==> src/rtl/weight_fetch_ctrl_if.sv <==
// Weight fetch bus bundle: GLB read port plus the horizontal weight buffer
// load port. The controller uses the master modport, and the GLB/buffer side
// uses the slave modport.
interface weight_fetch_ctrl_if;
  logic        glb_re;
  logic [31:0] glb_addr;
  logic        glb_gnt;
  logic [31:0] glb_rdata;
  logic        change_weight_f;
  logic        ready_w;
  logic        valid_w;
  logic [31:0] weight_in;

  modport master (
    output glb_re, glb_addr, change_weight_f, ready_w, valid_w, weight_in,
    input  glb_gnt, glb_rdata
  );

  modport slave (
    input  glb_re, glb_addr, change_weight_f, ready_w, valid_w, weight_in,
    output glb_gnt, glb_rdata
  );
endinterface

==> src/rtl/weight_fetch_ctrl.sv <==
// Weight fetch controller. Streams one layer's weights from the GLB into the
// horizontal weight buffer. Reset is synchronous and active-high.
// Optional macro WFC_STALL_CNT_EN enables a saturating counter of FETCH cycles
// that had no grant. Without this macro, stall_cnt_o reads 0.
//
// state   | meaning
// --------+------------------------------------------------------------
// S_IDLE  | waiting for start; latches the load size and base address
// S_CLEAR | one-cycle change_weight_f pulse to flush the weight buffer
// S_FETCH | issuing GLB reads until the last one is granted
// S_DRAIN | last read data returns as the final valid_w beat
// S_DONE  | one-cycle done pulse, then back to idle
module weight_fetch_ctrl (
  input  logic                       clk,
  input  logic                       reset,
  input  logic                       start_i,
  input  logic [1:0]                 pass_layer_type_i,
  input  logic [5:0]                 row_en_i,
  input  logic [4:0]                 col_in_i,
  input  logic [31:0]                base_addr_i,
  weight_fetch_ctrl_if.master        bus,
  output logic                       busy_o,
  output logic                       done_o,
  output logic [15:0]                stall_cnt_o
);

  typedef enum logic [2:0] {
    S_IDLE,
    S_CLEAR,
    S_FETCH,
    S_DRAIN,
    S_DONE
  } state_t;

  localparam logic [1:0] LT_PW = 2'd0;
  localparam logic [1:0] LT_DW = 2'd1;

  state_t      state_q, state_d;
  logic [8:0]  words_q, words_d;   // reads still to be granted (down-counter)
  logic [31:0] addr_q, addr_d;     // address of the next read to issue
  logic        beat_q, beat_d;     // a read was granted last cycle
  logic [8:0]  words_per_row;
  logic [8:0]  total_words;

  // The low two bits of col_in do not affect the words-per-row count
  logic unused_col_bits;
  assign unused_col_bits = ^col_in_i[1:0];

  // Load size from the live inputs; it is captured only when start is accepted
  always_comb begin
    words_per_row = {6'd0, col_in_i[4:2]} + 9'd1;
    total_words   = 9'd0;
    case (pass_layer_type_i)
      LT_PW:   total_words = {3'd0, row_en_i} * words_per_row;
      LT_DW:   total_words = {3'd0, row_en_i};
      default: total_words = 9'd0;
    endcase
  end

  // State and datapath registers
  always_ff @(posedge clk) begin
    if (reset) begin
      state_q <= S_IDLE;
      words_q <= 9'd0;
      addr_q  <= 32'd0;
      beat_q  <= 1'b0;
    end else begin
      state_q <= state_d;
      words_q <= words_d;
      addr_q  <= addr_d;
      beat_q  <= beat_d;
    end
  end

  // Next state, counters and bus outputs
  always_comb begin
    state_d             = state_q;
    words_d             = words_q;
    addr_d              = addr_q;
    beat_d              = 1'b0;
    bus.glb_re          = 1'b0;
    bus.glb_addr        = 32'd0;
    bus.change_weight_f = 1'b0;
    bus.ready_w         = 1'b0;
    busy_o              = 1'b1;
    done_o              = 1'b0;
    case (state_q)
      S_IDLE: begin
        busy_o = 1'b0;
        if (start_i) begin
          words_d = total_words;
          addr_d  = base_addr_i;
          state_d = S_CLEAR;
        end
      end
      S_CLEAR: begin
        bus.change_weight_f = 1'b1;
        state_d = (words_q == 9'd0) ? S_DONE : S_FETCH;
      end
      S_FETCH: begin
        bus.ready_w  = 1'b1;
        bus.glb_re   = 1'b1;
        bus.glb_addr = addr_q;
        if (bus.glb_gnt) begin
          beat_d  = 1'b1;
          addr_d  = addr_q + 32'd4;
          words_d = words_q - 9'd1;
          if (words_q == 9'd1) state_d = S_DRAIN;
        end
      end
      S_DRAIN: begin
        bus.ready_w = 1'b1;
        state_d     = S_DONE;
      end
      S_DONE: begin
        done_o  = 1'b1;
        state_d = S_IDLE;
      end
      default: state_d = S_IDLE;
    endcase
  end

  // GLB data is valid the cycle after the grant, so it is forwarded directly
  assign bus.valid_w   = beat_q;
  assign bus.weight_in = beat_q ? bus.glb_rdata : 32'd0;

`ifdef WFC_STALL_CNT_EN
  logic [15:0] stall_q;

  // Count ungranted FETCH cycles, restarting at each accepted start
  always_ff @(posedge clk) begin
    if (reset) begin
      stall_q <= 16'd0;
    end else if ((state_q == S_IDLE) && start_i) begin
      stall_q <= 16'd0;
    end else if ((state_q == S_FETCH) && !bus.glb_gnt && (stall_q != 16'hFFFF)) begin
      stall_q <= stall_q + 16'd1;
    end
  end

  assign stall_cnt_o = stall_q;
`else
  assign stall_cnt_o = 16'd0;
`endif

endmodule
==> src/flat_wrapper.sv <==
// flat-port wrapper written by rule: the top's interface ports become plain ports
module weight_fetch_ctrl_flat 
  (clk, reset, start_i, pass_layer_type_i, row_en_i, col_in_i, base_addr_i, busy_o, done_o, stall_cnt_o, bus_glb_re, bus_glb_addr, bus_change_weight_f, bus_ready_w, bus_valid_w, bus_weight_in, bus_glb_gnt, bus_glb_rdata);
  weight_fetch_ctrl_if bus_i ();
  input  logic clk;
  input  logic reset;
  input  logic start_i;
  input  logic [1:0] pass_layer_type_i;
  input  logic [5:0] row_en_i;
  input  logic [4:0] col_in_i;
  input  logic [31:0] base_addr_i;
  output logic busy_o;
  output logic done_o;
  output logic [15:0] stall_cnt_o;
  output wire logic [$bits(bus_i.glb_re)-1:0] bus_glb_re;
  output wire logic [$bits(bus_i.glb_addr)-1:0] bus_glb_addr;
  output wire logic [$bits(bus_i.change_weight_f)-1:0] bus_change_weight_f;
  output wire logic [$bits(bus_i.ready_w)-1:0] bus_ready_w;
  output wire logic [$bits(bus_i.valid_w)-1:0] bus_valid_w;
  output wire logic [$bits(bus_i.weight_in)-1:0] bus_weight_in;
  input wire logic [$bits(bus_i.glb_gnt)-1:0] bus_glb_gnt;
  input wire logic [$bits(bus_i.glb_rdata)-1:0] bus_glb_rdata;
  assign bus_glb_re = bus_i.glb_re;
  assign bus_glb_addr = bus_i.glb_addr;
  assign bus_change_weight_f = bus_i.change_weight_f;
  assign bus_ready_w = bus_i.ready_w;
  assign bus_valid_w = bus_i.valid_w;
  assign bus_weight_in = bus_i.weight_in;
  assign bus_i.glb_gnt = bus_glb_gnt;
  assign bus_i.glb_rdata = bus_glb_rdata;
  weight_fetch_ctrl u_core (.clk(clk), .reset(reset), .start_i(start_i), .pass_layer_type_i(pass_layer_type_i), .row_en_i(row_en_i), .col_in_i(col_in_i), .base_addr_i(base_addr_i), .bus(bus_i), .busy_o(busy_o), .done_o(done_o), .stall_cnt_o(stall_cnt_o));
endmodule
==> config.mk <==
export PLATFORM = sky130hd
export DESIGN_NAME = weight_fetch_ctrl_flat
export DESIGN_NICKNAME = d
export VERILOG_FILES = /design/src/rtl/weight_fetch_ctrl_if.sv /design/src/rtl/weight_fetch_ctrl.sv /design/src/flat_wrapper.sv
export SDC_FILE = /design/constraint.sdc
export NUM_CORES = 1
export LEC_CHECK = 0
export CAP_MARGIN = 40
export CORE_MARGIN = 8
export CORE_UTILIZATION = 48
export CTS_CLUSTER_SIZE = 16
export DETAILED_ROUTE_END_ITERATION = 12
export PLACE_DENSITY_LB_ADDON = 0.25
export SYNTH_ARGS = -nofsm -noshare
export SYNTH_HDL_FRONTEND = slang
export SYNTH_SLANG_ARGS = --single-unit
==> constraint.sdc <==
create_clock -name clk -period 13.75 [get_ports clk]
set_input_delay 4.125 -clock clk [delete_from_list [all_inputs] [get_ports clk]]
set_output_delay 4.125 -clock clk [all_outputs]
set_load 0.03 [all_outputs]
# Word level (Yosys, flattened, before mapping)
# Cells that the tools add are included.
# Widths: inputs -> output; s select.
[totals]
elab_cells = 46
in_bits = 81
reg_bits = 45
output_inout_bits = 86
[op_classes]
muxes = 20
n_reduce_logical = 8
n_bitwise = 1
n_eq_ne = 9
n_addsub = 3
n_mul = 1
[ops]
columns = ["operator", "count"]
rows = [
  ["$mux 32", 4],
  ["$pmux 32 s2", 1],
  ["$pmux 9 s2", 2],
  ["$add 32x3->32 const B", 1],
  ["$mux 9", 2],
  ["$mux 3", 4],
  ["$pmux 3 s4", 1],
  ["$eq 9x1->1 const B", 1],
  ["$logic_not 9->1", 1],
  ["$mul 6x9->9", 1],
  ["$sub 9x1->9 const B", 1],
  ["$eq 3x2->1 const B", 2],
  ["$mux 1", 6],
  ["$reduce_and 3->1", 2],
  ["$add 3x1->4 const B", 1],
  ["$ne 2x2->1 const B", 2],
  ["$reduce_or 2->1", 2],
  ["$eq 3x1->1 const B", 1],
  ["$eq 3x3->1 const B", 1],
  ["$logic_not 3->1", 1],
  ["$eq 2x1->1 const B", 1],
  ["$logic_not 2->1", 1],
  ["$ne 2x1->1 const B", 1],
  ["$reduce_bool 2->1", 1],
  ["$not 1->1", 1],
]

# Longest topological paths before layout
# Gate-level depths: netlist of run 1.
[depth]
ltp_word = 5
depth_mapped = 13
mapped_depth_nobuf = 13

# Worst setup path after synthesis of run 1
# OpenSTA, ideal clock, no wires.
[synth_path]
path_kind = "input -> output"
from = "in bus_glb_rdata[0]"
to = "out bus_weight_in[0]"
arrival_time_ps = 4406
required_ps = 9625
path_buffers = 0
setup_slack_ps = 5219
stages = 1
path_cell_list = "and2_1"
[synth_via]
elab_chain_cells = 1
[synth_lines]
columns = ["element", "line_no", "text"]
rows = [
  ["start, declared", "flat_wrapper.sv:22", "input wire logic [$bits(bus_i.glb_rdata)-1:0] bus_glb_rdata;"],
  ["$mux 32", "weight_fetch_ctrl.sv:125", "assign bus.weight_in = beat_q ? bus.glb_rdata : 32'd0;"],
  ["end, declared", "flat_wrapper.sv:20", "output wire logic [$bits(bus_i.weight_in)-1:0] bus_weight_in;"],
]
# No other way between the ends.

# Worst setup path after layout of run 1
[layout_path]
from = "in bus_glb_rdata[25]"
to = "out bus_weight_in[25]"
# The elaborated chain is that of the path after synthesis.

==> results of run 1 <==
-- state kept, by name, indices dropped and copies added, names as in the netlist --
register / cells
u_core.addr_q: 32
u_core.words_q: 9
u_core.state_q: 3
u_core.bus.valid_w: 1
-- how the worst max path moves through the flow --
stage / from / to / slack (ns) / cells past startpoint
final: bus_glb_rdata[25] / bus_weight_in[25] / 4.21 / 3
after global routing: bus_glb_rdata[25] / bus_weight_in[25] / 4.18 / 3
after CTS: bus_glb_rdata[25] / bus_weight_in[25] / 4.18 / 3
after detailed placement: bus_glb_rdata[25] / bus_weight_in[25] / 4.18 / 3
after global placement: bus_glb_rdata[25] / bus_weight_in[25] / 4.17 / 3
after floorplan: bus_glb_rdata[0] / bus_weight_in[0] / 5.22 / 1
-- worst max-delay path, cell delays in order --
cell             delay, ns
clkdlybuf4s50_1       0.48
and2_1                0.14
clkdlybuf4s50_1       0.67
-- cell type report --
class | count | area, um^2 | area share, %
Multi-Input combinational cell | 451 | 2860 | 51.2
Clock inverter | 2 | 13.8 | 0.247
Tap cell | 105 | 131 | 2.36
Clock buffer | 6 | 82.6 | 1.48
Timing Repair Buffer | 153 | 1520 | 27.3
Sequential cell | 45 | 901 | 16.2
Inverter | 18 | 68.8 | 1.24
-- cells by family (layout without fill, tap and decap cells) --
logic type      count (synthesis)  after routing  share of synthesized area [%]
compound gates                129            129                           20.2
xor+xnor                        6              6                           1.28
fa+ha+maj                      24             24                           8.80
buf+inv                        75            179                           9.77
flops                          45             45                           22.0
mux                            10             10                           2.47
other cells                     1             16                         0.0915
simple gates                  266            266                           35.4
-- power by group through the flow --
stage	sequential (mW)	combinational (mW)	clock [mW]
after floorplan	0.166	0.147	0
after global placement	0.174	0.193	0
after detailed placement	0.176	0.199	0
after CTS	0.173	0.200	0.0920
after global routing	0.177	0.222	0.0974
final	0.174	0.201	0.0911
-- metrics by stage --
step | power, mW | worst slack (ns) | hold WS (ns)
2_1_floorplan | 0.313 | 5.22 | 0.432
3_3_place_gp | 0.367 | 4.17 | 0.439
3_5_place_dp | 0.375 | 4.18 | 0.444
4_1_cts | 0.465 | 4.18 | 0.457
5_1_grt | 0.496 | 4.18 | 0.482
6_report | 0.465 | 4.21 | 0.454
-- per-layer routing --
layer  share of wire, %  vias up  routed length (um)  global-route usage, %
met5                  0        -                   0                      0
met4                1.4        0                 186                   5.18
met3                7.5       19                1010                   3.81
met2                 51      182                6750                   39.8
met1                 40     2085                5400                   25.4
li1                   -     2179                   -                      -
-- cell usage in the layout, fill, tap and decap left out, drive strengths merged, types with 14 or more instances in the layout --
cell and instances:
a21oi 37, and2 76, clkdlybuf4s50 148, conb 16, dfxtp 45, ha 16, inv 17, nand2 55
nand3 14, nor2 36, nor3 22, o21ai 30
==> results.ini, run 1 <==
[logic_synthesis]
syn_inst=556
synth_area_mm2=0.00410
yosys-top-cells-count=and2_1 (75), nand2_1 (55), dfxtp_1 (45), a21oi_1 (37), nor2_1 (36)
ys_ff_latch=45
async_reset_ff_share_pct=0
synth-warning-count=0
yosysSeqAreaShare_pct=22.0
synth.distinct_cells=65
postSynthAreaPerCell_um2=7.37
synth_top_area_cell=dfxtp_1
synth_edf_count=0
yosysTopAreaCellShare_pct=22.0
yosys.cell_count.top_type=and2_1
synth_flop_cell=dfxtp_1
synthTopCellsByArea=dfxtp_1 (22%), and2_1 (11%), nand2_1 (5.0%), ha_1 (4.9%), a21oi_1 (4.5%)

[cts]
post_cts.repair.setup_buffers=0
numCtsBuffers=5
htreeDepth=2
cts_buffer_depth=2
ctsHoldBuffers=0
path_clk_slew_ns=0.09
cts.sinks=45
worst_skew_pair.late_latency_ns=0.31
clockRootBuffer=clkbuf_8
post_cts_resized=0
cts_tree=done

[setup_path]
r2r_end=u_core.addr_q[24]$_SDFFE_PP0P_
cp-end-kind=output port
crit_type=input port to output port
r2r_start=u_core.addr_q[2]$_SDFFE_PP0P_
rr_worst_depth=6
arrival_ns=5.42
critPathLaunchType=input port
reg2reg_slack_ns=11.15
crit_fanout=1
critPathRequiredTime_ns=9.62

[drt]
drc=0
routed_via_density=5.72
post_drt_wl_per_cell_um=17.1
drtIter0Drc=436
totalWireLength_um=13400
vias=4465
first_pass_iters=5
ant_nets=0

[grt]
grt_pass1_vias=4207
grt_overflow=0
grt_use_total_pct=21.7
antenna_found_initial=0
grt_max_degree=68
grt_pass1_wl_um=21000

[timing]
fmax_ghz=0.105
period_share_pct=69.4
maxSlewViolCount=0
grt_setup_unrepaired=no
hold_violations=0
worst_pin_slew_ns=0.784
setup_tns_ns=0
setup_viol=0
slew_headroom_pct=47.7
fin_crit_ns=9.54
skew_ns=0.00970

[floorplan]
core_area_mm2=0.00826
die_area_mm2=0.0117
die_x_um=108
io_pins=167
start_util_pct=49.6
dieHeight_um=108
placementRows=33

[power_and_ir_drop]
switchingPower_mw=0.189
p_per_area_mw_per_mm2=83.5
combPwrFrac_pct=43.1
p_sw_share_pct=40.7
p_leak_nw=2.20
peakVddDrop_mv=0.0655
pwr-share-clk_pct=19.6
internal_power_mw=0.276
p_seq_share_pct=37.3

[final_layout]
fillers=741
nets=779
instances_no_fill=780
diodes=0
syn2layout_area_growth_pct=36.0
drive_gt1_share_pct=3.56
final_cell_area_mm2=0.00557
fin_util_pct=67.5

[placement]
gp_congestion=0.882
place_area_mm2=0.00548
dpl.cell_count=772
hpwl_um=10300
port_buffers=148

[hold_path]
min_to=u_core.addr_q[1]$_SDFFE_PP0P_
hp-class=flop to flop
min_from=u_core.addr_q[1]$_SDFFE_PP0P_
hold_depth=2

[flow_run]
cap_violations=0

[outcome]
status=completed

Power figures use the tool's default switching activity.
==> run 2: changes to the inputs <==
--- a/config.mk
+++ b/config.mk
@@ -7,7 +7,7 @@
 export LEC_CHECK = 0
 export CAP_MARGIN = 40
 export CORE_MARGIN = 8
-export CORE_UTILIZATION = 48
+export CORE_UTILIZATION = 44
 export CTS_CLUSTER_SIZE = 16
 export DETAILED_ROUTE_END_ITERATION = 12
 export PLACE_DENSITY_LB_ADDON = 0.25
==> constraint.sdc (replaced) <==
create_clock -name clk -period 8.8 [get_ports clk]
set_input_delay 2.64 -clock clk [delete_from_list [all_inputs] [get_ports clk]]
set_output_delay 2.64 -clock clk [all_outputs]
set_load 0.03 [all_outputs]
==> run 2 against run 1 <==
Net effect: setup slack worse by 2.0 ns; routed wire length shrank 3.7%; sequential share of layout area about the same; clock-buffer cell count down 1; sequential power up 56%; combinational power is 54% higher; clock skew is 0.0056 ns higher; clock power increased by 71%; critical endpoint is now bus_weight_in[24].
==> results.ini, run 2 (same netlist as run 1, synthesis figures left out) <==
[cts]
numCtsBuffers=5  ; unchanged
ctsHoldBuffers=0  ; unchanged
htreeDepth=2  ; unchanged
cts_tree=done  ; unchanged
cts_buffer_depth=2  ; unchanged
post_cts.repair.setup_buffers=0  ; unchanged
worst_skew_pair.late_latency_ns=0.31  ; about the same
path_clk_slew_ns=0.10  ; was 0.09 ns
cts.sinks=45  ; unchanged
clockRootBuffer=clkbuf_8  ; unchanged
post_cts_resized=0  ; unchanged

[grt]
grt_use_total_pct=20.0  ; was 21.7%
antenna_found_initial=0  ; unchanged
grt_overflow=0  ; unchanged
grt_max_degree=68  ; unchanged
grt_pass1_vias=4250  ; was 4207
grt_pass1_wl_um=21300  ; was 21000 um

[placement]
hpwl_um=9830  ; was 10300 um
pre_cts_slack_ns=2.07  ; was 4.18 ns
gp_congestion=0.860  ; was 0.882
port_buffers=148  ; unchanged
dpl.cell_count=778  ; was 772
place_area_mm2=0.00548  ; about the same

[drt]
ant_nets=0  ; unchanged
drtIter0Drc=312  ; was 436
routed_via_density=5.58  ; was 5.72
post_drt_wl_per_cell_um=16.4  ; was 17.1 um
totalWireLength_um=12900  ; was 13400 um
first_pass_iters=5  ; unchanged
vias=4377  ; was 4465
drc=0  ; unchanged

[power_and_ir_drop]
internal_power_mw=0.450  ; was 0.276 mW
peakVddDrop_mv=0.0679  ; was 0.0655 mV
power.total_mw=0.737  ; was 0.465 mW
combPwrFrac_pct=42.0  ; was 43.1%
p_seq_share_pct=36.8  ; was 37.3%
p_sw_share_pct=39.0  ; was 40.7%
pwr-share-clk_pct=21.2  ; was 19.6%
p_per_area_mw_per_mm2=132  ; was 83.5 mW/mm^2
switchingPower_mw=0.288  ; was 0.189 mW
p_leak_nw=2.21  ; was 2.20 nW

[setup_path]
path_depth=3  ; unchanged
crit_top_cell=clkdlybuf4s50_1  ; unchanged
critical-path-max-stage-delay_ns=0.68  ; was 0.67 ns
arrival_ns=3.92  ; was 5.42 ns
crit_buf_inv=2  ; unchanged
crit_type=input port to output port  ; unchanged
crit_fanout=1  ; unchanged
cp_top_family=buffers and inverters  ; unchanged
rr_worst_depth=6  ; unchanged
critPathRequiredTime_ns=6.16  ; was 9.62 ns
critPathLaunchType=input port  ; unchanged
cp-end-kind=output port  ; unchanged
cp_slowest_cell=clkdlybuf4s50_1  ; unchanged
crit_chain=clkdlybuf4s50_1, and2_1, clkdlybuf4s50_1  ; unchanged

[timing]
setup_tns_ns=0  ; unchanged
hold_violations=0  ; unchanged
maxSlewViolCount=0  ; unchanged
period_share_pct=74.5
setup_viol=0  ; unchanged
fmax_ghz=0.152
skew_ns=0.0153  ; was 0.00970 ns
fin_crit_ns=6.56
slew_headroom_pct=45.9  ; was 47.7%
worst_pin_slew_ns=0.806  ; was 0.784 ns
grt_setup_unrepaired=no  ; unchanged
fin_ws_ns=2.24  ; was 4.21 ns
timing.hold.ws_ns=0.456  ; was 0.454 ns

[final_layout]
largest_reg_flops=32  ; unchanged
syn2layout_area_growth_pct=36.4  ; was 36.0%
fin_util_pct=61.0  ; was 67.5%
drive_gt1_share_pct=3.41  ; was 3.56%
layout_commonest_cell=clkdlybuf4s50_1  ; unchanged
reg_top3=u_core.addr_q (32), u_core.words_q (9), u_core.state_q (3)  ; unchanged
final_cell_area_mm2=0.00559  ; was 0.00557 mm^2
final_cell_mix=clkdlybuf4s50_1 (148), and2_1 (75), nand2_1 (55)  ; unchanged
top_register=u_core.addr_q  ; unchanged
instances_no_fill=785  ; was 780
fillers=834  ; was 741
nets=779  ; unchanged
diodes=0  ; unchanged

[floorplan]
core_area_mm2=0.00915  ; was 0.00826 mm^2
placementRows=35  ; was 33
io_pins=167  ; unchanged
start_util_pct=44.8  ; was 49.6%
die_x_um=112  ; was 108 um
die_area_mm2=0.0127  ; was 0.0117 mm^2
dieHeight_um=112  ; was 108 um

[hold_path]
hp-class=flop to flop  ; unchanged
hold_depth=2  ; unchanged

[flow_run]
cap_violations=0  ; unchanged

[outcome]
status=completed  ; unchanged

## run 2: cell types whose count changed in the layout (fill, tap and decap cells not counted)
cell / before / now
clkinv_4: 1 / 0
clkbuf_8: 6 / 5
bufinv_16: 0 / 1
## run 2: power by group through the flow
stage	combinational, mW	sequential (mW)	clock (mW)
finish	0.309	0.272	0.156
floorplan	0.230	0.260	0
CTS	0.310	0.270	0.159
detailed placement	0.308	0.275	0
global route	0.344	0.276	0.167
global placement	0.300	0.273	0
## run 2: routing by layer
| layer | global-route usage (%) | routed length (um) | vias up |
|---|---|---|---|
| li1 | - | - | 2190 |
| met1 | 24.0 | 5400 | 2013 |
| met2 | 35.4 | 6500 | 163 |
| met3 | 4.46 | 826 | 11 |
| met4 | 4.86 | 137 | 0 |
| met5 | 0 | 0 | - |
## run 2: final timing paths
| path | startpoint | to | slack, ns |
|---|---|---|---|
| hold / removal | u_core.addr_q[1]$_SDFFE_PP0P_ | u_core.addr_q[1]$_SDFFE_PP0P_ | 0.46 |
| setup / recovery | bus_glb_rdata[24] | bus_weight_in[24] | 2.24 |
| hold reg to reg | u_core.addr_q[1]$_SDFFE_PP0P_ | u_core.addr_q[1]$_SDFFE_PP0P_ | 0.46 |
| setup reg to reg | u_core.state_q[0]$_SDFFE_PP0P_ | u_core.words_q[7]$_SDFFE_PP0P_ | 6.19 |
## run 2: final cells by class
class / instances / area [um^2] / area share [%]
multi-input cells: 451 / 2860 / 51.1
repair buffers: 153 / 1520 / 27.2
clock buffers: 5 / 68.8 / 1.23
well taps: 111 / 139 / 2.49
clock inverters: 2 / 35.0 / 0.627
flip-flops and latches: 45 / 901 / 16.1
inverters: 18 / 68.8 / 1.23
## run 2: tightest hold or removal path, cell delays in order, from the launching register on
cell     delay [ns]
dfxtp_1        0.32
nand2_1        0.05
a21oi_1        0.05
